[src/rtl/draw_frame_scheduler_if.sv]
// Pixel-port sharing bundle: drawer requests and pixel streams in, grants and the
// adapter-side pixel stream plus frame status out.
interface draw_frame_scheduler_if #(
   parameter int N_REQ = 4
);
   logic               tick;
   logic [N_REQ-1:0]   req;
   logic [N_REQ-1:0]   done;
   logic [8*N_REQ-1:0] px_x;
   logic [7*N_REQ-1:0] px_y;
   logic [3*N_REQ-1:0] px_col;
   logic [N_REQ-1:0]   px_plot;
   logic [N_REQ-1:0]   gnt;
   logic [7:0]         x;
   logic [6:0]         y;
   logic [2:0]         colour;
   logic               plot;
   logic               busy;
   logic               frame_done;
   logic [7:0]         overrun_cnt;
   logic               timeout_err;

   modport master (
      output tick, req, done, px_x, px_y, px_col, px_plot,
      input  gnt, x, y, colour, plot, busy, frame_done, overrun_cnt, timeout_err
   );

   modport slave (
      input  tick, req, done, px_x, px_y, px_col, px_plot,
      output gnt, x, y, colour, plot, busy, frame_done, overrun_cnt, timeout_err
   );
endinterface

[src/rtl/draw_frame_scheduler.sv]
// Per-frame scheduler: snapshots drawer requests on tick and grants the single VGA
// pixel port to each requester in ascending order, with a per-grant timeout.
module draw_frame_scheduler #(
   parameter int N_REQ   = 4,
   parameter int TIMEOUT = 1023,
   parameter int TO_W    = 10
) (
   input  logic                  Clock,
   input  logic                  Areset,
   draw_frame_scheduler_if.slave bus
);
   typedef enum logic [1:0] {IDLE, SELECT, ACTIVE, FINISH} state_t;

   state_t           state_reg, state_next;
   logic [N_REQ-1:0] pending_reg, pending_next;
   logic [N_REQ-1:0] gnt_reg, gnt_next;
   logic [TO_W-1:0]  to_cnt_reg, to_cnt_next;
   logic             empty_done_reg, empty_done_next;
   logic             timeout_err_reg, timeout_set;
   logic [7:0]       overrun_reg;
   logic [N_REQ-1:0] lowest;
   logic             done_hit, timed_out;

   logic [7:0]       x_reg, x_sel;
   logic [6:0]       y_reg, y_sel;
   logic [2:0]       colour_reg, colour_sel;
   logic             plot_reg;
   logic [7:0]       x_m [N_REQ];
   logic [6:0]       y_m [N_REQ];
   logic [2:0]       c_m [N_REQ];

   // Lowest set pending bit as a one-hot mask (highest index scanned first, lowest wins).
   always_comb begin
      lowest = '0;
      for (int i = N_REQ - 1; i >= 0; i--) begin
         if (pending_reg[i]) begin
            lowest    = '0;
            lowest[i] = 1'b1;
         end
      end
   end

   assign done_hit  = |(bus.done & gnt_reg);
   assign timed_out = (to_cnt_reg == TO_W'(TIMEOUT));

   always_comb begin
      state_next      = state_reg;
      pending_next    = pending_reg;
      gnt_next        = gnt_reg;
      to_cnt_next     = to_cnt_reg;
      empty_done_next = 1'b0;
      timeout_set     = 1'b0;
      unique case (state_reg)
         IDLE: begin
            if (bus.tick) begin
               pending_next = bus.req;
               if (bus.req != '0) state_next = SELECT;
               else               empty_done_next = 1'b1;
            end
         end
         SELECT: begin
            gnt_next     = lowest;
            pending_next = pending_reg & ~lowest;
            to_cnt_next  = '0;
            state_next   = ACTIVE;
         end
         ACTIVE: begin
            to_cnt_next = to_cnt_reg + TO_W'(1);
            if (done_hit || timed_out) begin
               gnt_next    = '0;
               timeout_set = !done_hit;
               state_next  = (pending_reg != '0) ? SELECT : FINISH;
            end
         end
         FINISH: state_next = IDLE;
         default: state_next = IDLE;
      endcase
   end

   // Grant is one-hot, so masking each drawer and OR-ing the results forms the mux.
   for (genvar gi = 0; gi < N_REQ; gi++) begin : g_mux
      assign x_m[gi] = gnt_reg[gi] ? bus.px_x[8*gi +: 8]   : 8'd0;
      assign y_m[gi] = gnt_reg[gi] ? bus.px_y[7*gi +: 7]   : 7'd0;
      assign c_m[gi] = gnt_reg[gi] ? bus.px_col[3*gi +: 3] : 3'd0;
   end

   always_comb begin
      x_sel      = '0;
      y_sel      = '0;
      colour_sel = '0;
      for (int i = 0; i < N_REQ; i++) begin
         x_sel      = x_sel | x_m[i];
         y_sel      = y_sel | y_m[i];
         colour_sel = colour_sel | c_m[i];
      end
   end

   always_ff @(posedge Clock) begin
      if (!Areset) begin
         state_reg       <= IDLE;
         pending_reg     <= '0;
         gnt_reg         <= '0;
         to_cnt_reg      <= '0;
         empty_done_reg  <= 1'b0;
         timeout_err_reg <= 1'b0;
         overrun_reg     <= 8'd0;
         x_reg           <= 8'd0;
         y_reg           <= 7'd0;
         colour_reg      <= 3'd0;
         plot_reg        <= 1'b0;
      end else begin
         state_reg      <= state_next;
         pending_reg    <= pending_next;
         gnt_reg        <= gnt_next;
         to_cnt_reg     <= to_cnt_next;
         empty_done_reg <= empty_done_next;
         if (timeout_set) timeout_err_reg <= 1'b1;
         if (bus.tick && state_reg != IDLE && overrun_reg != 8'hFF)
            overrun_reg <= overrun_reg + 8'd1;
         x_reg      <= x_sel;
         y_reg      <= y_sel;
         colour_reg <= colour_sel;
         plot_reg   <= |(bus.px_plot & gnt_reg);
      end
   end

   assign bus.gnt         = gnt_reg;
   assign bus.x           = x_reg;
   assign bus.y           = y_reg;
   assign bus.colour      = colour_reg;
   assign bus.plot        = plot_reg;
   assign bus.busy        = (state_reg != IDLE) | empty_done_reg;
   assign bus.frame_done  = (state_reg == FINISH) | empty_done_reg;
   assign bus.overrun_cnt = overrun_reg;
   assign bus.timeout_err = timeout_err_reg;
endmodule
[src/flat_wrapper.sv]
// flat-port wrapper written by rule: the top's interface ports become plain ports
module draw_frame_scheduler_flat 
#(
   parameter int N_REQ   = 4,
   parameter int TIMEOUT = 1023,
   parameter int TO_W    = 10
)
  (Clock, Areset, bus_tick, bus_req, bus_done, bus_px_x, bus_px_y, bus_px_col, bus_px_plot, bus_gnt, bus_x, bus_y, bus_colour, bus_plot, bus_busy, bus_frame_done, bus_overrun_cnt, bus_timeout_err);
  draw_frame_scheduler_if #(.N_REQ(N_REQ)) bus_i ();
  input  logic Clock;
  input  logic Areset;
  input wire logic [$bits(bus_i.tick)-1:0] bus_tick;
  input wire logic [$bits(bus_i.req)-1:0] bus_req;
  input wire logic [$bits(bus_i.done)-1:0] bus_done;
  input wire logic [$bits(bus_i.px_x)-1:0] bus_px_x;
  input wire logic [$bits(bus_i.px_y)-1:0] bus_px_y;
  input wire logic [$bits(bus_i.px_col)-1:0] bus_px_col;
  input wire logic [$bits(bus_i.px_plot)-1:0] bus_px_plot;
  output wire logic [$bits(bus_i.gnt)-1:0] bus_gnt;
  output wire logic [$bits(bus_i.x)-1:0] bus_x;
  output wire logic [$bits(bus_i.y)-1:0] bus_y;
  output wire logic [$bits(bus_i.colour)-1:0] bus_colour;
  output wire logic [$bits(bus_i.plot)-1:0] bus_plot;
  output wire logic [$bits(bus_i.busy)-1:0] bus_busy;
  output wire logic [$bits(bus_i.frame_done)-1:0] bus_frame_done;
  output wire logic [$bits(bus_i.overrun_cnt)-1:0] bus_overrun_cnt;
  output wire logic [$bits(bus_i.timeout_err)-1:0] bus_timeout_err;
  assign bus_i.tick = bus_tick;
  assign bus_i.req = bus_req;
  assign bus_i.done = bus_done;
  assign bus_i.px_x = bus_px_x;
  assign bus_i.px_y = bus_px_y;
  assign bus_i.px_col = bus_px_col;
  assign bus_i.px_plot = bus_px_plot;
  assign bus_gnt = bus_i.gnt;
  assign bus_x = bus_i.x;
  assign bus_y = bus_i.y;
  assign bus_colour = bus_i.colour;
  assign bus_plot = bus_i.plot;
  assign bus_busy = bus_i.busy;
  assign bus_frame_done = bus_i.frame_done;
  assign bus_overrun_cnt = bus_i.overrun_cnt;
  assign bus_timeout_err = bus_i.timeout_err;
  draw_frame_scheduler #(.N_REQ(N_REQ), .TIMEOUT(TIMEOUT), .TO_W(TO_W)) u_core (.Clock(Clock), .Areset(Areset), .bus(bus_i));
endmodule
[config.mk]
export PLATFORM = sky130hd
export DESIGN_NAME = draw_frame_scheduler_flat
export DESIGN_NICKNAME = d
export VERILOG_FILES = /design/src/rtl/draw_frame_scheduler_if.sv /design/src/rtl/draw_frame_scheduler.sv /design/src/flat_wrapper.sv
export SDC_FILE = /design/constraint.sdc
export NUM_CORES = 1
export LEC_CHECK = 0
export CAP_MARGIN = 20
export CELL_PAD_IN_SITES_DETAIL_PLACEMENT = 2
export CELL_PAD_IN_SITES_GLOBAL_PLACEMENT = 2
export CORE_ASPECT_RATIO = 0.75
export CORE_MARGIN = 2
export CORE_UTILIZATION = 21
export CTS_CLUSTER_SIZE = 24
export DETAILED_ROUTE_END_ITERATION = 6
export GPL_TIMING_DRIVEN = 0
export PLACE_DENSITY = 0.78
export SLEW_MARGIN = 15
export SYNTH_ARGS = -nofsm -noshare
export SYNTH_HDL_FRONTEND = slang
export SYNTH_SLANG_ARGS = --single-unit
export TNS_END_PERCENT = 1
[constraint.sdc]
create_clock -name Clock -period 2.28 [get_ports Clock]
set_input_delay 0.456 -clock Clock [delete_from_list [all_inputs] [get_ports Clock]]
set_output_delay 0.456 -clock Clock [all_outputs]
set_load 0.05 [all_outputs]
==> results_dict.tcl <==
set metrics [dict create \
    power-per-cell-area_nw_per_um2 747 \
    tns_ns 0 \
    htree_levels 2 \
    worstSkewPairLatency_ns 0.29 \
    leakagePower_nw 1.25 \
    largest_reg_flops 10 \
    vdd_drop_max_uv 347 \
    final_cell_area_um2 3670 \
    yosys_warnings 0 \
    cp_cell_sequence "inv_1 > ha_1 > nand2b_1 > dlygate4sd2_1" \
    gp_congestion 0.718 \
    dr.pass1.iters 4 \
    cp.arrival_ns 1.70 \
    yosysTopAreaCellShare_pct 45.2 \
    synth.distinct_cells 37 \
    antenna_found_initial 0 \
    grt_use_total_pct 14.8 \
    power_frac_clock_pct 26.6 \
    critPathSlowestCell "dlygate4sd2_1" \
    synthTopCellsByArea "dfxtp_1, a22oi_1, a21oi_1" \
    cts_buffer_depth 2 \
    cts_post_setup_buffers_inserted 0 \
    path_class "flip-flop to output port" \
    vias 2357 \
    drc_errors 0 \
    hpwl_um 6440 \
    path_max_fanout 6 \
    power.internal_w 0.00176 \
    wl_per_cell_um 16.2 \
    via_per_inst 4.65 \
    fin_nets 463 \
    critPathBufInv 2 \
    final_core_util_pct 36.1 \
    worstMarginPinSlew_ns 0.746 \
    synth-seq-cells 49 \
    clock-sinks 49 \
    worstSetupEndpointType "output port" \
    grt_pass1_vias 2478 \
    r2r_start "u_core.state_reg[1]" \
    ant_nets 0 \
    yosysSeqAreaShare_pct 45.2 \
    io_buffers 120 \
    syn_area_um2 2170 \
    cp_top_family "buffers and inverters" \
    synth_cells 243 \
    synthArstFlopShare_pct 0 \
    status "complete, no violations" \
    synth_edf_count 0 \
    final_max_slew_viol_count 0 \
    cpPeakStageDelay_ns 0.53 \
    cts_tree "done" \
    area_growth_pct 69.4 \
    postCtsHoldBufs 0 \
    initial_core_util_pct 21.3 \
    postSynthAreaPerCell_um2 8.93 \
    hold_slack_ns 0.507 \
    place_area_um2 3540 \
    fillCellCount 1162 \
    final-setup-viol-count 0 \
    drt_iter0_markers 83 \
    cap_violations 0 \
    clk_pin_slew_ns 0.07 \
    swShare_pct 35.8 \
    gr-total-overflow 0 \
    syn_nets 336 \
    cp.required_ns 1.82 \
    start_kind "flip-flop" \
    synth_flop_cell "dfxtp_1" \
    die_y_um 92.0 \
    die_x_um 121 \
    cts-buffers-inserted 5 \
    finalHoldViolCount 0 \
    drive_above_1_share_pct 2.96 \
    rows 32 \
    switchingPower_w 0.000984 \
    grt_first_pass_wirelength_um 13100 \
    slew_headroom_pct 50.0 \
    power.share.combinational_pct 36.6 \
    clock_skew_ns 0.00428 \
    crit_start "u_core.state_reg[1]" \
    io-pin-count 121 \
    cts_root_buf "clkbuf_16" \
    fmax_ghz 0.464 \
    die_area_um2 11200 \
    insertedDiodeCount 0 \
    rsz0062_at_grt "no" \
    synth_common_cells "dfxtp_1, a22oi_1, a21oi_1, nor2_1, clkbuf_1" \
    fin_crit_ns 2.16 \
    core_area_um2 10200 \
    grt_max_degree 14 \
    post-route-period-util_pct 94.6 \
    hp-start "u_core.pending_reg[3]" \
    yosysTopAreaCell "dfxtp_1" \
    routed_wl_um 8210 \
    min_path_type "flip-flop to flip-flop" \
    synth.most_common_cell "dfxtp_1" \
    power_frac_seq_pct 36.8 \
]
## cell type report
cell class | instances | area [um2] | share of cell area (%)
buffer | 13 | 50.0 | 1.36
multi-input combinational | 174 | 1110 | 30.3
timing repair buffer | 120 | 1200 | 32.6
clock buffer | 8 | 136 | 3.71
inverter | 7 | 26.3 | 0.715
tap | 136 | 170 | 4.63
sequential | 49 | 981 | 26.7
## power groups by stage
stage          logic (W)  clock network, W  registers (W)
6_report         0.00100          0.000731        0.00101
4_1_cts          0.00102          0.000770        0.00101
5_1_grt          0.00110          0.000798        0.00103
3_3_place_gp    0.000999                 0        0.00102
2_1_floorplan   0.000467                 0        0.00117
3_5_place_dp     0.00103                 0        0.00103
## metrics by stage
step           worst slack (ns)  power (W)  std cells
3_5_place_dp              0.125    0.00206        499
4_1_cts                  0.0669    0.00281        507
2_1_floorplan             0.398    0.00164        243
3_3_place_gp              0.170    0.00202        499
6_report                  0.124    0.00275        507
5_1_grt                 0.00130    0.00293        507
## final timing paths
check / endpoint / cells past startpoint / slack (ns)
worst max-delay path: bus_busy / 4 / 0.12
worst min-delay path: u_core.bus.gnt[3] / 2 / 0.51
worst max register to register: u_core.to_cnt_reg[9] / 6 / 0.33
worst min register to register: u_core.bus.gnt[3] / 2 / 0.51
## tightest hold or removal path: cells and delay by family (launching register included)
kind            cells  cell delay (ns)
simple gates        1             0.08
compound gates      1             0.07
flops               1             0.32
## routing by layer
metal  track usage, %  up-vias  part of all wire (%)
met1             18.8     1129                    45
met3             4.60        6                   6.9
li1                 -     1153                     -
met2             25.2       69                    48
met4             2.01        0                  0.56
met5                0        -                     0
## cells in the final DEF, fill, tap and decap left out, drive strengths merged, types with 4 or more instances in the layout
master / synthesis / layout
clkdlybuf4s50: 0 / 118
dfxtp: 49 / 49
a22oi: 39 / 39
a21oi: 29 / 29
nor2: 23 / 23
clkbuf: 12 / 20
o21ai: 10 / 10
nand2: 9 / 9
nand4: 8 / 8
inv: 6 / 6
xnor2: 6 / 6
xor2: 6 / 6
ha: 6 / 6
nand3: 5 / 5
and3: 4 / 4
## cell families after synthesis
family | after synthesis | synth area share [%]
buf+inv | 20 | 3.52
compound gates | 86 | 25.3
flops | 49 | 45.2
fa+ha+maj | 6 | 3.46
xor+xnor | 12 | 4.84
mux | 3 | 1.38
simple gates | 67 | 16.3
## what timing repair did
item / CTS / global route
hold endpoints to repair: 0 / 0
endpoints found under the setup margin: 2 / 0
resized for setup: 2 / 0
Note: power is estimated with default switching activity, not from simulation.
